<file path="config.mk">
export PLATFORM = sky130hd
export DESIGN_NAME = onehot_arb_mux_flat
export DESIGN_NICKNAME = d
export VERILOG_FILES = /design/src/rtl/onehot_mux_pkg.sv /design/src/rtl/onehot_arb_mux_if.sv /design/src/rtl/onehot_rr_arb.sv /design/src/rtl/onehot_arb_mux.sv /design/src/flat_wrapper.sv
export SDC_FILE = /design/constraint.sdc
export NUM_CORES = 1
export LEC_CHECK = 0
export ABC_AREA = 0
export CAP_MARGIN = 20
export CORE_MARGIN = 4
export CORE_UTILIZATION = 30
export CTS_CLUSTER_DIAMETER = 120
export CTS_CLUSTER_SIZE = 20
export DETAILED_ROUTE_END_ITERATION = 16
export GPL_TIMING_DRIVEN = 0
export PLACE_DENSITY = 0.66
export SYNTH_ARGS = -nofsm -noshare
export SYNTH_HDL_FRONTEND = slang
export SYNTH_SLANG_ARGS = --single-unit
</file>
<file path="constraint.sdc">
create_clock -name clk -period 3 [get_ports clk]
set_input_delay 0.9 -clock clk [delete_from_list [all_inputs] [get_ports clk]]
set_output_delay 0.9 -clock clk [all_outputs]
set_load 0.01 [all_outputs]
</file>
<file path="src/rtl/onehot_mux_pkg.sv">
// Shared constants, types and one-hot helpers for the one-hot arbitrating mux.
package onehot_mux_pkg;

    localparam int MODE_SEL = 0;
    localparam int MODE_RR  = 1;

    // Widest channel vector the helpers accept; callers zero-extend into it.
    localparam int MAX_CH = 64;

    typedef logic [MAX_CH-1:0] ch_vec_t;
    typedef logic [7:0]        err_cnt_t;

    localparam err_cnt_t ERR_CNT_MAX = 8'hFF;

    function automatic logic is_onehot(input ch_vec_t v);
        return (v != '0) && ((v & (v - ch_vec_t'(1))) == '0);
    endfunction

    // True when two or more bits are set: clearing the lowest set bit leaves something.
    function automatic logic is_multihot(input ch_vec_t v);
        return (v & (v - ch_vec_t'(1))) != '0;
    endfunction

endpackage

</file>
<file path="src/rtl/onehot_arb_mux_if.sv">
// Producer/consumer bundle of the one-hot arbitrating mux.
interface onehot_arb_mux_if
    import onehot_mux_pkg::*;
#(
    parameter int NUM_CH = 4,
    parameter int DATA_W = 8
) ();

    logic [NUM_CH-1:0]        req_i;
    logic [NUM_CH*DATA_W-1:0] data_i;
    logic [NUM_CH-1:0]        sel_i;
    logic [NUM_CH-1:0]        ack_o;
    logic                     valid_o;
    logic [DATA_W-1:0]        data_o;
    logic [NUM_CH-1:0]        gnt_o;
    logic                     ready_i;
    err_cnt_t                 err_cnt_o;

    modport master (
        output req_i, data_i, sel_i, ready_i,
        input  ack_o, valid_o, data_o, gnt_o, err_cnt_o
    );

    modport slave (
        input  req_i, data_i, sel_i, ready_i,
        output ack_o, valid_o, data_o, gnt_o, err_cnt_o
    );

endinterface

</file>
<file path="src/rtl/onehot_rr_arb.sv">
// Combinational round-robin arbiter: first request at or above the one-hot pointer, with wrap.
module onehot_rr_arb #(
    parameter int NUM_CH = 4
) (
    input  logic [NUM_CH-1:0] req,
    input  logic [NUM_CH-1:0] ptr,
    output logic [NUM_CH-1:0] gnt
);

    logic [2*NUM_CH-1:0] req_dbl;
    logic [2*NUM_CH-1:0] gnt_dbl;

    assign req_dbl = {req, req};

    // Subtracting the pointer borrows up to the first request at or above it;
    // doubling the vector makes the search wrap past the top channel.
    assign gnt_dbl = req_dbl & ~(req_dbl - {{NUM_CH{1'b0}}, ptr});

    assign gnt = gnt_dbl[NUM_CH-1:0] | gnt_dbl[2*NUM_CH-1:NUM_CH];

endmodule

</file>
<file path="src/rtl/onehot_arb_mux.sv">
// N-channel one-hot mux with external-select or round-robin grant and a registered valid/ready stage.
module onehot_arb_mux
    import onehot_mux_pkg::*;
#(
    parameter int NUM_CH = 4,
    parameter int DATA_W = 8,
    parameter int MODE   = MODE_SEL
) (
    input  logic               clk,
    input  logic               reset_n,
    onehot_arb_mux_if.slave    bus
);

    logic [NUM_CH-1:0] ptr_q;
    logic [NUM_CH-1:0] ptr_next;
    logic [NUM_CH-1:0] rr_gnt;
    logic [NUM_CH-1:0] grant;
    logic              load;
    logic              sel_hit;
    logic              sel_illegal;

    logic              valid_q;
    logic [DATA_W-1:0] data_q;
    logic [NUM_CH-1:0] gnt_q;
    err_cnt_t          err_q;
    logic [DATA_W-1:0] mux_data;

    assign load        = !valid_q || bus.ready_i;
    assign sel_illegal = is_multihot(ch_vec_t'(bus.sel_i));
    assign sel_hit     = is_onehot(ch_vec_t'(bus.sel_i)) && ((bus.req_i & bus.sel_i) != '0);

    onehot_rr_arb #(
        .NUM_CH (NUM_CH)
    ) u_rr_arb (
        .req (bus.req_i),
        .ptr (ptr_q),
        .gnt (rr_gnt)
    );

    always_comb begin
        // NOTE: every always_comb output gets a default first so no path can infer a latch.
        grant = '0;
        // Gating with reset_n keeps ack_o silent while reset is held, even though load is 1 then.
        if (reset_n && load) begin
            if (MODE == MODE_RR) begin
                grant = rr_gnt;
            end else if (sel_hit) begin
                grant = bus.sel_i;
            end
        end
    end

    // AND-OR select: each channel contributes only when its grant bit is set.
    always_comb begin
        mux_data = '0;
        for (int k = 0; k < NUM_CH; k++) begin
            mux_data = mux_data | (bus.data_i[k*DATA_W +: DATA_W] & {DATA_W{grant[k]}});
        end
    end

    // Rotate left by one; for a single channel this folds back onto bit 0.
    assign ptr_next = (grant << 1) | (grant >> (NUM_CH - 1));

    always_ff @(posedge clk or negedge reset_n) begin
        if (!reset_n) begin
            // NOTE: sequential state uses non-blocking assignments so every register samples pre-edge values.
            valid_q <= 1'b0;
            gnt_q   <= '0;
            // NOTE: the data register is reset too, so a reset visibly clears the held word.
            data_q  <= '0;
        end else if (load) begin
            if (grant != '0) begin
                valid_q <= 1'b1;
                gnt_q   <= grant;
                data_q  <= mux_data;
            end else begin
                valid_q <= 1'b0;
                gnt_q   <= '0;
            end
        end
    end

    always_ff @(posedge clk or negedge reset_n) begin
        if (!reset_n) begin
            ptr_q <= NUM_CH'(1);
        end else if (MODE == MODE_RR && grant != '0) begin
            ptr_q <= ptr_next;
        end
    end

    // Illegal selects are counted once per load cycle, saturating.
    always_ff @(posedge clk or negedge reset_n) begin
        if (!reset_n) begin
            err_q <= '0;
        end else if (MODE == MODE_SEL && load && sel_illegal && err_q != ERR_CNT_MAX) begin
            err_q <= err_q + 8'd1;
        end
    end

    assign bus.ack_o     = grant;
    assign bus.valid_o   = valid_q;
    assign bus.data_o    = data_q;
    assign bus.gnt_o     = gnt_q;
    assign bus.err_cnt_o = err_q;

endmodule

</file>
<file path="src/flat_wrapper.sv">
// flat-port wrapper written by rule: the top's interface ports become plain ports
module onehot_arb_mux_flat import onehot_mux_pkg::*;
#(
    parameter int NUM_CH = 4,
    parameter int DATA_W = 8,
    parameter int MODE   = MODE_SEL
)
  (clk, reset_n, bus_req_i, bus_data_i, bus_sel_i, bus_ready_i, bus_ack_o, bus_valid_o, bus_data_o, bus_gnt_o, bus_err_cnt_o);
  onehot_arb_mux_if #(.NUM_CH(NUM_CH), .DATA_W(DATA_W)) bus_i ();
  input  logic clk;
  input  logic reset_n;
  input wire logic [$bits(bus_i.req_i)-1:0] bus_req_i;
  input wire logic [$bits(bus_i.data_i)-1:0] bus_data_i;
  input wire logic [$bits(bus_i.sel_i)-1:0] bus_sel_i;
  input wire logic [$bits(bus_i.ready_i)-1:0] bus_ready_i;
  output wire logic [$bits(bus_i.ack_o)-1:0] bus_ack_o;
  output wire logic [$bits(bus_i.valid_o)-1:0] bus_valid_o;
  output wire logic [$bits(bus_i.data_o)-1:0] bus_data_o;
  output wire logic [$bits(bus_i.gnt_o)-1:0] bus_gnt_o;
  output wire logic [$bits(bus_i.err_cnt_o)-1:0] bus_err_cnt_o;
  assign bus_i.req_i = bus_req_i;
  assign bus_i.data_i = bus_data_i;
  assign bus_i.sel_i = bus_sel_i;
  assign bus_i.ready_i = bus_ready_i;
  assign bus_ack_o = bus_i.ack_o;
  assign bus_valid_o = bus_i.valid_o;
  assign bus_data_o = bus_i.data_o;
  assign bus_gnt_o = bus_i.gnt_o;
  assign bus_err_cnt_o = bus_i.err_cnt_o;
  onehot_arb_mux #(.NUM_CH(NUM_CH), .DATA_W(DATA_W), .MODE(MODE)) u_core (.clk(clk), .reset_n(reset_n), .bus(bus_i));
endmodule
</file>
# [After elaboration in Yosys (flattened, before gate mapping)]
# Index checks and enable logic that the tools add are counted.
[totals] latchBits=0 elab_cells=33 regBits=21 rom_bits=0 ramBits=0 memories=0 out_inout_bits=25 input_bits=43
[classes] n_addsub=2 mul=0 n_div=0 n_reduce_logical=13 shift=0 n_bitwise=9 order_cmp=0 n_mux=4 eq_ne=1
[op_table] cell="$and A4 B64 Y64" n=1
[op_table] cell="$logic_not A64 Y1" n=1
[op_table] cell="$reduce_bool A64 Y1" n=1
[op_table] cell="$and A8 B8 Y8" n=4
[op_table] cell="$or A8 B8 Y8" n=3
[op_table] cell="$mux W4" n=3
[op_table] cell="$reduce_bool A4 Y1" n=3
[op_table] cell="$add A8 B1 Y8 const B" n=1
[op_table] cell="$ne A8 B8 Y1 const B" n=1
[op_table] cell="$logic_and A1 B1 Y1" n=5
[op_table] cell="$sub A4 B1 Y5 const B" n=1
[op_table] cell="$and A4 B4 Y4" n=1
[op_table] cell="$reduce_and A2 Y1" n=1
[op_table] cell="$logic_not A1 Y1" n=1
[op_table] cell="$logic_or A1 B1 Y1" n=1
[op_table] cell="$mux W1" n=1

# [Depth between registers and ports, before layout]
# Gate-level depths: netlist of the first run.
[depth] word_depth=11 depth_mapped=5 depth_no_buf=5

# [Worst setup path after synthesis of the first run]
# OpenSTA, ideal clock, no wires.
[synth_path] path_type="input port to output port" start="in bus_sel_i[0]" end="out bus_ack_o[0]" required_ns=2.100 t_arrival_ns=1.949 setup_slack_ns=0.151 path_buffers=1 path_stages=5 path_cell_list="a211oi_1 -> nor2_1 -> nor3_4 -> buf_6 -> and2_1"
[synth_between] elab_chain_len=7 word_cells_on_any_way=10 cone_classes="add/sub (1); mux (2); bitwise (2); reduce/logical (5)"
[synth_rtl] item="start: declaration" line="flat_wrapper.sv:14" source="input wire logic [$bits(bus_i.sel_i)-1:0] bus_sel_i;"
[synth_rtl] item="$sub A4 B1 Y5" line="onehot_mux_pkg.sv:16" source="return (v != '0) && ((v & (v - ch_vec_t'(1))) == '0);"
[synth_rtl] item="$and A4 B64 Y64" line="onehot_mux_pkg.sv:16"
[synth_rtl] item="$logic_not A64 Y1" line="onehot_mux_pkg.sv:16"
[synth_rtl] item="$logic_and A1 B1 Y1" line="onehot_mux_pkg.sv:16"
[synth_rtl] item="$logic_and A1 B1 Y1" line="onehot_arb_mux.sv:30" source="assign sel_hit = is_onehot(ch_vec_t'(bus.sel_i)) && ((bus.req_i & bus.sel_i) != '0);"
[synth_rtl] item="$mux W4 (*)" line="onehot_arb_mux.sv:47" source="end else if (sel_hit) begin"
[synth_rtl] item="$mux W4 (*)" line="onehot_arb_mux.sv:44" source="if (reset_n && load) begin"
[synth_rtl] item="end: declaration" line="flat_wrapper.sv:16" source="output wire logic [$bits(bus_i.ack_o)-1:0] bus_ack_o;"
# Every way passes the cells marked *; elsewhere a longest branch is shown, timed or not.

# [Worst setup path after layout of the first run]
[layout_path] start="in bus_sel_i[2]" end="out bus_ack_o[0]"
[layout_between] elab_chain_len=7 word_cells_on_any_way=10 cone_classes="add/sub (1); mux (2); bitwise (2); reduce/logical (5)"
[layout_rtl] item="$sub A4 B1 Y5" line="onehot_mux_pkg.sv:16"
[layout_rtl] item="$and A4 B64 Y64" line="onehot_mux_pkg.sv:16"
[layout_rtl] item="$logic_not A64 Y1" line="onehot_mux_pkg.sv:16"
[layout_rtl] item="$logic_and A1 B1 Y1" line="onehot_mux_pkg.sv:16"
[layout_rtl] item="$logic_and A1 B1 Y1 (*)" line="onehot_arb_mux.sv:30"
[layout_rtl] item="$mux W4 (*)" line="onehot_arb_mux.sv:47"
[layout_rtl] item="$mux W4 (*)" line="onehot_arb_mux.sv:44"
# Marked as above.

==> results of run 1 <==
## registers in the layout (all words and copies together) (netlist names)
signal and cells:
u_core.bus.err_cnt_o 8, u_core.bus.gnt_o 4, u_core.bus.valid_o 1, u_core.bus.data_o 8
## cell usage after synthesis
library cell  number
nor3_4             1
ha_1               1
o21ai_0            8
and2_1             4
xor2_1             3
a2bb2oi_1          1
dfrtp_1           21
nand3_1            3
a22o_1             5
mux2_4             1
nand2b_1           1
a31oi_1            2
a211oi_1           2
clkbuf_1           4
buf_6              1
nor2_1             4
nor2_2             1
nand4_1            2
nor3_1             4
or2_2              1
inv_1              2
a221oi_1           1
nand2_1            4
buf_2              1
mux2_2            10
nor2b_1            3
a22oi_1           16
nor4_2             1
or3_1              1
## metrics by stage
step,TNS (ns),instances
3_5_place_dp,-8.75,224
2_1_floorplan,0,109
3_3_place_gp,-7.87,224
4_1_cts,0,233
5_1_grt,-0.000673,235
6_report,0,235
## cell type report
class | instances | area (um2) | share of cell area
Timing Repair Buffer | 74 | 683 | 0.342
Multi-Input combinational cell | 81 | 653 | 0.327
Sequential cell | 21 | 526 | 0.263
Tap cell | 48 | 60.1 | 0.0301
Clock buffer | 3 | 41.3 | 0.0207
Buffer | 5 | 20.0 | 0.0100
Inverter | 2 | 7.51 | 0.00376
Clock inverter | 1 | 5.00 | 0.00251
## layer usage
| metal | global-route usage | part of all wire | wire [um] | vias up |
|---|---|---|---|---|
| met3 | 0.0547 | 0.087 | 303 | 5 |
| met5 | 0 | 0 | 0 | - |
| li1 | - | - | - | 572 |
| met2 | 0.239 | 0.47 | 1650 | 47 |
| met1 | 0.180 | 0.43 | 1490 | 544 |
| met4 | 0.0404 | 0.011 | 39 | 0 |
## worst max path at each step
stage	endpoint	slack, ns	depth (start not counted)	from
floorplan	bus_ack_o[0]	0.15	5	bus_sel_i[0]
global placement	bus_ack_o[2]	-1.45	6	reset_n
detailed placement	bus_ack_o[1]	-1.50	6	reset_n
CTS	bus_ack_o[1]	0.02	5	bus_req_i[2]
global route	bus_ack_o[0]	-0.0007	6	bus_sel_i[2]
finish	bus_ack_o[0]	0.07	6	bus_sel_i[2]
## worst register-to-register path, cell delays in order, from the launching register on
cell and delay [ns]:
dfrtp_1 0.42, ha_1 0.22, nand3_1 0.18, nor3_1 0.44, nor2_2 0.14, mux2_2 0.30
## kinds of logic after synthesis
group	synth area share
buf+inv	0.0336
xor+xnor	0.0228
simple gates	0.152
flops	0.455
mux	0.111
compound gates	0.216
fa+ha+maj	0.0108
## where the power goes
part           total, mW  leakage (nW)  switching [mW]  internal (mW)
Sequential         0.458         0.258          0.0846          0.374
Combinational      0.525         0.560           0.210          0.315
Clock              0.191        0.0255          0.0980         0.0927
## timing repair
action                     CTS  global route
buffers inserted             5             2
setup endpoints to repair    5             4
gates resized for setup     44            13
pin swaps                    4             7
gates cloned                 1             0
==> flow_summary_export.csv, run 1 <==
group,metric,value,unit
status,status,"completed",
global_routing,grt_pass1_vias,1278,
worst_setup_path,start_kind,"input port",
worst_setup_path,crit_type,"input port to primary output",
timing,min_period,2.93,ns
die,rows,22,
place,hpwl,2610,um
yosys,ys_types,29,
clock_tree,cts_tree,"built",
finish,layout-drive-gt1-share,0.230,
die,die_area,4910,um2
yosys,postSynthNetCount,153,
finish,stdcell_area,2000,um2
worst_setup_path,path_cells,"buf_2 -> a211oi_2 -> nor2_2 -> nor3_4 -> and2_1 -> buf_2",
worst_setup_path,reg2reg_from,"u_core.bus.err_cnt_o[0]$_DFFE_PN0P_",
finish,n_fill_cell,354,
finish,finish.net_count,232,
timing,layout_setup_ws,0.0739,ns
worst_setup_path,crit_buf_inv,2,
yosys,ys_ff_latch,21,
clock_tree,clk_pin_slew_worst_paths,0.08,ns
worst_setup_path,critical_path.max_stage_delay,0.29,ns
job,cap_violations,0,
global_routing,grt_use_total,0.146,
clock_tree,cts-htree-levels,1,
clock_tree,cts_buffers,3,
pwr,p_leak,0.843,nW
min_path,hold_depth,1,
global_routing,grt_first_pass_wirelength,5800,um
min_path,hold_end,"u_core.bus.gnt_o[3]$_DFFE_PN0N_",
pwr,power.total,1.17,mW
timing,tightest_slew,0.457,ns
routing,num_vias,1168,
place,post_dp_cell_area,1890,um2
clock_tree,clk_latency,0.26,ns
routing,ant_nets,0,
finish,antenna_cells,0,
routing,via_per_inst,4.97,
worst_setup_path,slowest_stage,"a211oi_2",
worst_setup_path,end_kind,"primary output",
clock_tree,postCtsHoldBufs,0,
worst_setup_path,arrival,2.03,ns
die,die_w,70.0,um
worst_setup_path,cp_top_family,"simple AND/OR/NAND/NOR gates",
die,start_util,0.313,
finish,most-common-layout-cells,"clkdlybuf4s50_1, dfrtp_1, a22oi_1",
worst_setup_path,critical_path.max_fanout,5,
finish,utilization,0.541,
clock_tree,clock_path_buffers,2,
finish,syn_to_final_growth,72.8,%
worst_setup_path,critPathMostFrequentCell,"buf_2",
place,io_buffers,67,
timing,fin_worst_skew,0.00253,ns
clock_tree,cts-root-buf,"clkbuf_8",
timing,hold-worst-slack,0.509,ns
yosys,yosysTopAreaCellShare,0.455,
routing,wl_per_cell,14.8,um
timing,setup_viol,0,
routing,drt_iter0_drc,52,
routing,firstDrtPassIters,4,
die,fp.coreArea,3690,um2
routing,wl,3480,um
worst_setup_path,worstReg2RegEnd,"u_core.bus.err_cnt_o[1]$_DFFE_PN0P_",
yosys,netlist_instances,109,
timing,drv_slew,0,
yosys,yosys_warnings,0,
routing,drc_errors,0,
min_path,hp-class,"flop to flop",
global_routing,grt-ovfl-total,0,
yosys,netlist_area,1150,um2
finish,layout_commonest_cell,"clkdlybuf4s50_1",
min_path,hp-start,"u_core.bus.gnt_o[3]$_DFFE_PN0N_",
timing,finalCritPeriodShare,0.975,
global_routing,grt_max_degree,24,
worst_setup_path,required,2.10,ns
yosys,ys_seq_area_frac,0.455,
yosys,synth_area_leader_cell,"dfrtp_1",
die,ios,68,
pwr,p_per_area,588,nW/um2
timing,final_hold_viol_count,0,
clock_tree,cts.sinks,21,
place,dp_slack,-1.50,ns
place,place.gp.congestion,0.782,
timing,relSlewSlack,0.695,
die,die_h,70.0,um
global_routing,grt_antenna_before_repair,0,
yosys,syn_area_per_cell,10.6,um2
worst_setup_path,r2r_cells,5,
yosys,synthTopCellsByArea,"dfrtp_1, a22oi_1, mux2_2",
pwr,peakVddDrop,292,uV
worst_setup_path,reg2reg_slack,1.19,ns
timing,clock.fmax,342,MHz
(Power assumes the default switching activity.)
==> inputs of run 2 (changes only) <==
--- a/config.mk
+++ b/config.mk
@@ -8,12 +8,12 @@
 export ABC_AREA = 0
 export CAP_MARGIN = 20
 export CORE_MARGIN = 4
-export CORE_UTILIZATION = 30
+export CORE_UTILIZATION = 37
 export CTS_CLUSTER_DIAMETER = 120
 export CTS_CLUSTER_SIZE = 20
 export DETAILED_ROUTE_END_ITERATION = 16
 export GPL_TIMING_DRIVEN = 0
-export PLACE_DENSITY = 0.66
+export PLACE_DENSITY = 0.79
 export SYNTH_ARGS = -nofsm -noshare
 export SYNTH_HDL_FRONTEND = slang
 export SYNTH_SLANG_ARGS = --single-unit
==> run 2 against run 1 <==
Power down 5.2%. Register-to-register slack better by 0.02 ns. Fmax up 0.47%. Clock-buffer cell count unchanged. Critical endpoint is now bus_ack_o[2]. Utilization up 10 points. Combinational power down 1%. Non-clock buffer count up 1. Clock power down 29%. Sequential cell count unchanged.
==> flow_summary_export.csv, run 2 (same netlist as run 1, synthesis figures left out) <==
group,metric,value,unit
timing,layout_setup_ws,0.0877,ns
routing,wl_per_cell,16.4,um
worst_setup_path,reg2reg_slack,1.21,ns
clock_tree,cts-htree-levels,1,
timing,rsz0062_at_grt,"no",
routing,drc_errors,0,
worst_setup_path,r2r_cells,5,
routing,via_per_inst,5.17,
worst_setup_path,path_cells,"dlygate4sd2_1 -> a22o_1 -> a221oi_4 -> nor3_4 -> and2_1 -> buf_2",
global_routing,grt_max_degree,24,
worst_setup_path,critical_path.max_fanout,6,
job,cap_violations,0,
routing,ant_nets,0,
pwr,p_per_area,569,nW/um2
global_routing,grt-ovfl-total,0,
worst_setup_path,start_kind,"input port",
die,die_area,4080,um2
timing,finalCritPeriodShare,0.971,
timing,fin_worst_skew,0.00578,ns
die,start_util,0.381,
clock_tree,clk_latency,0.30,ns
place,hpwl,2930,um
finish,finish.net_count,232,
timing,setup_viol,0,
global_routing,grt_pass1_vias,1235,
min_path,hp-class,"input port to asynchronous set/reset pin",
timing,drv_slew,0,
global_routing,grt_use_total,0.193,
routing,firstDrtPassIters,4,
finish,layout-drive-gt1-share,0.230,
timing,tightest_slew,0.445,ns
place,io_buffers,67,
die,die_w,63.9,um
worst_setup_path,crit_type,"input port to primary output",
clock_tree,cts-root-buf,"clkbuf_4",
status,status,"completed",
global_routing,grt_first_pass_wirelength,6080,um
worst_setup_path,worstReg2RegEnd,"u_core.bus.err_cnt_o[1]$_DFFE_PN0P_",
worst_setup_path,end_kind,"primary output",
finish,antenna_cells,0,
clock_tree,cts_buffers,3,
timing,clock.fmax,343,MHz
timing,hold-worst-slack,0.493,ns
die,ios,68,
die,rows,20,
worst_setup_path,arrival,2.01,ns
die,fp.coreArea,3030,um2
clock_tree,clock_path_buffers,2,
clock_tree,cts_tree,"built",
worst_setup_path,critical_path.max_stage_delay,0.24,ns
worst_setup_path,required,2.10,ns
timing,final_hold_viol_count,0,
finish,syn_to_final_growth,69.3,%
routing,drt_iter0_drc,57,
timing,min_period,2.91,ns
clock_tree,cts.sinks,21,
clock_tree,clk_pin_slew_worst_paths,0.12,ns
worst_setup_path,slowest_stage,"a22o_1",
timing,relSlewSlack,0.701,
finish,n_fill_cell,261,
place,dp_slack,-1.46,ns
pwr,peakVddDrop,301,uV
finish,most-common-layout-cells,"clkdlybuf4s50_1, dfrtp_1, a22oi_1",
worst_setup_path,reg2reg_from,"u_core.bus.err_cnt_o[0]$_DFFE_PN0P_",
routing,num_vias,1195,
routing,wl,3790,um
place,place.gp.congestion,0.837,
finish,layout_commonest_cell,"clkdlybuf4s50_1",
global_routing,grt_antenna_before_repair,0,
pwr,p_leak,0.840,nW
die,die_h,63.9,um
run 2: what timing repair did:
action                                  in CTS  in global routing
hold buffers                                 0                  0
pin swaps                                    2                  3
buffers inserted                             7                  1
resized for setup                           38                 11
endpoints found under the setup margin       4                  4
gates cloned                                 0                  0
run 2: through the flow:
step                setup TNS, ns   util  cells  total power [mW]  cell area, um2
CTS                             0  0.641    230              1.12            1940
finish                          0  0.646    231              1.11            1960
detailed placement          -7.89  0.621    220             0.976            1880
floorplan                       0      -    109             0.676            1150
global placement            -6.96  0.621    220             0.960            1880
global route                    0  0.646    231              1.19            1960
run 2: worst max path at each step:
stage	start	end	slack, ns	cells after the start
6_report	bus_req_i[0]	bus_ack_o[2]	0.09	6
5_1_grt	bus_sel_i[3]	bus_ack_o[2]	0.02	6
4_1_cts	bus_req_i[2]	bus_ack_o[2]	0.005	5
3_5_place_dp	reset_n	bus_ack_o[2]	-1.46	6
3_3_place_gp	reset_n	bus_ack_o[0]	-1.40	6
2_1_floorplan	bus_sel_i[0]	bus_ack_o[0]	0.15	5
run 2: area by class of cell:
type / instances / area (um2) / share of cell area
buffer: 5 / 20.0 / 0.0102
clock buffer: 3 / 22.5 / 0.0115
inverter: 2 / 7.51 / 0.00384
timing repair buffer: 75 / 689 / 0.353
multi-input combinational: 80 / 631 / 0.322
clock inverter: 1 / 5.00 / 0.00256
sequential: 21 / 526 / 0.269
tap: 44 / 55.1 / 0.0282
run 2: layer usage:
metal	track usage	up-vias	wire length, um
li1	-	571	-
met1	0.210	592	1450
met2	0.366	28	2170
met3	0.0334	4	111
met4	0.0728	0	60
met5	0	-	0
run 2: report_power, final:
part	total (mW)	switching, mW	internal (mW)
combinational	0.519	0.207	0.312
clock	0.136	0.0864	0.0497
sequential	0.459	0.0857	0.373
total	1.11	0.379	0.735
run 2: critical path, delay by kind of cell:
| family | cells | cell delay (ns) |
|---|---|---|
| AO/OA/AOI/OAI | 2 | 0.48 |
| buffers and inverters | 2 | 0.37 |
| AND/OR/NAND/NOR | 2 | 0.26 |
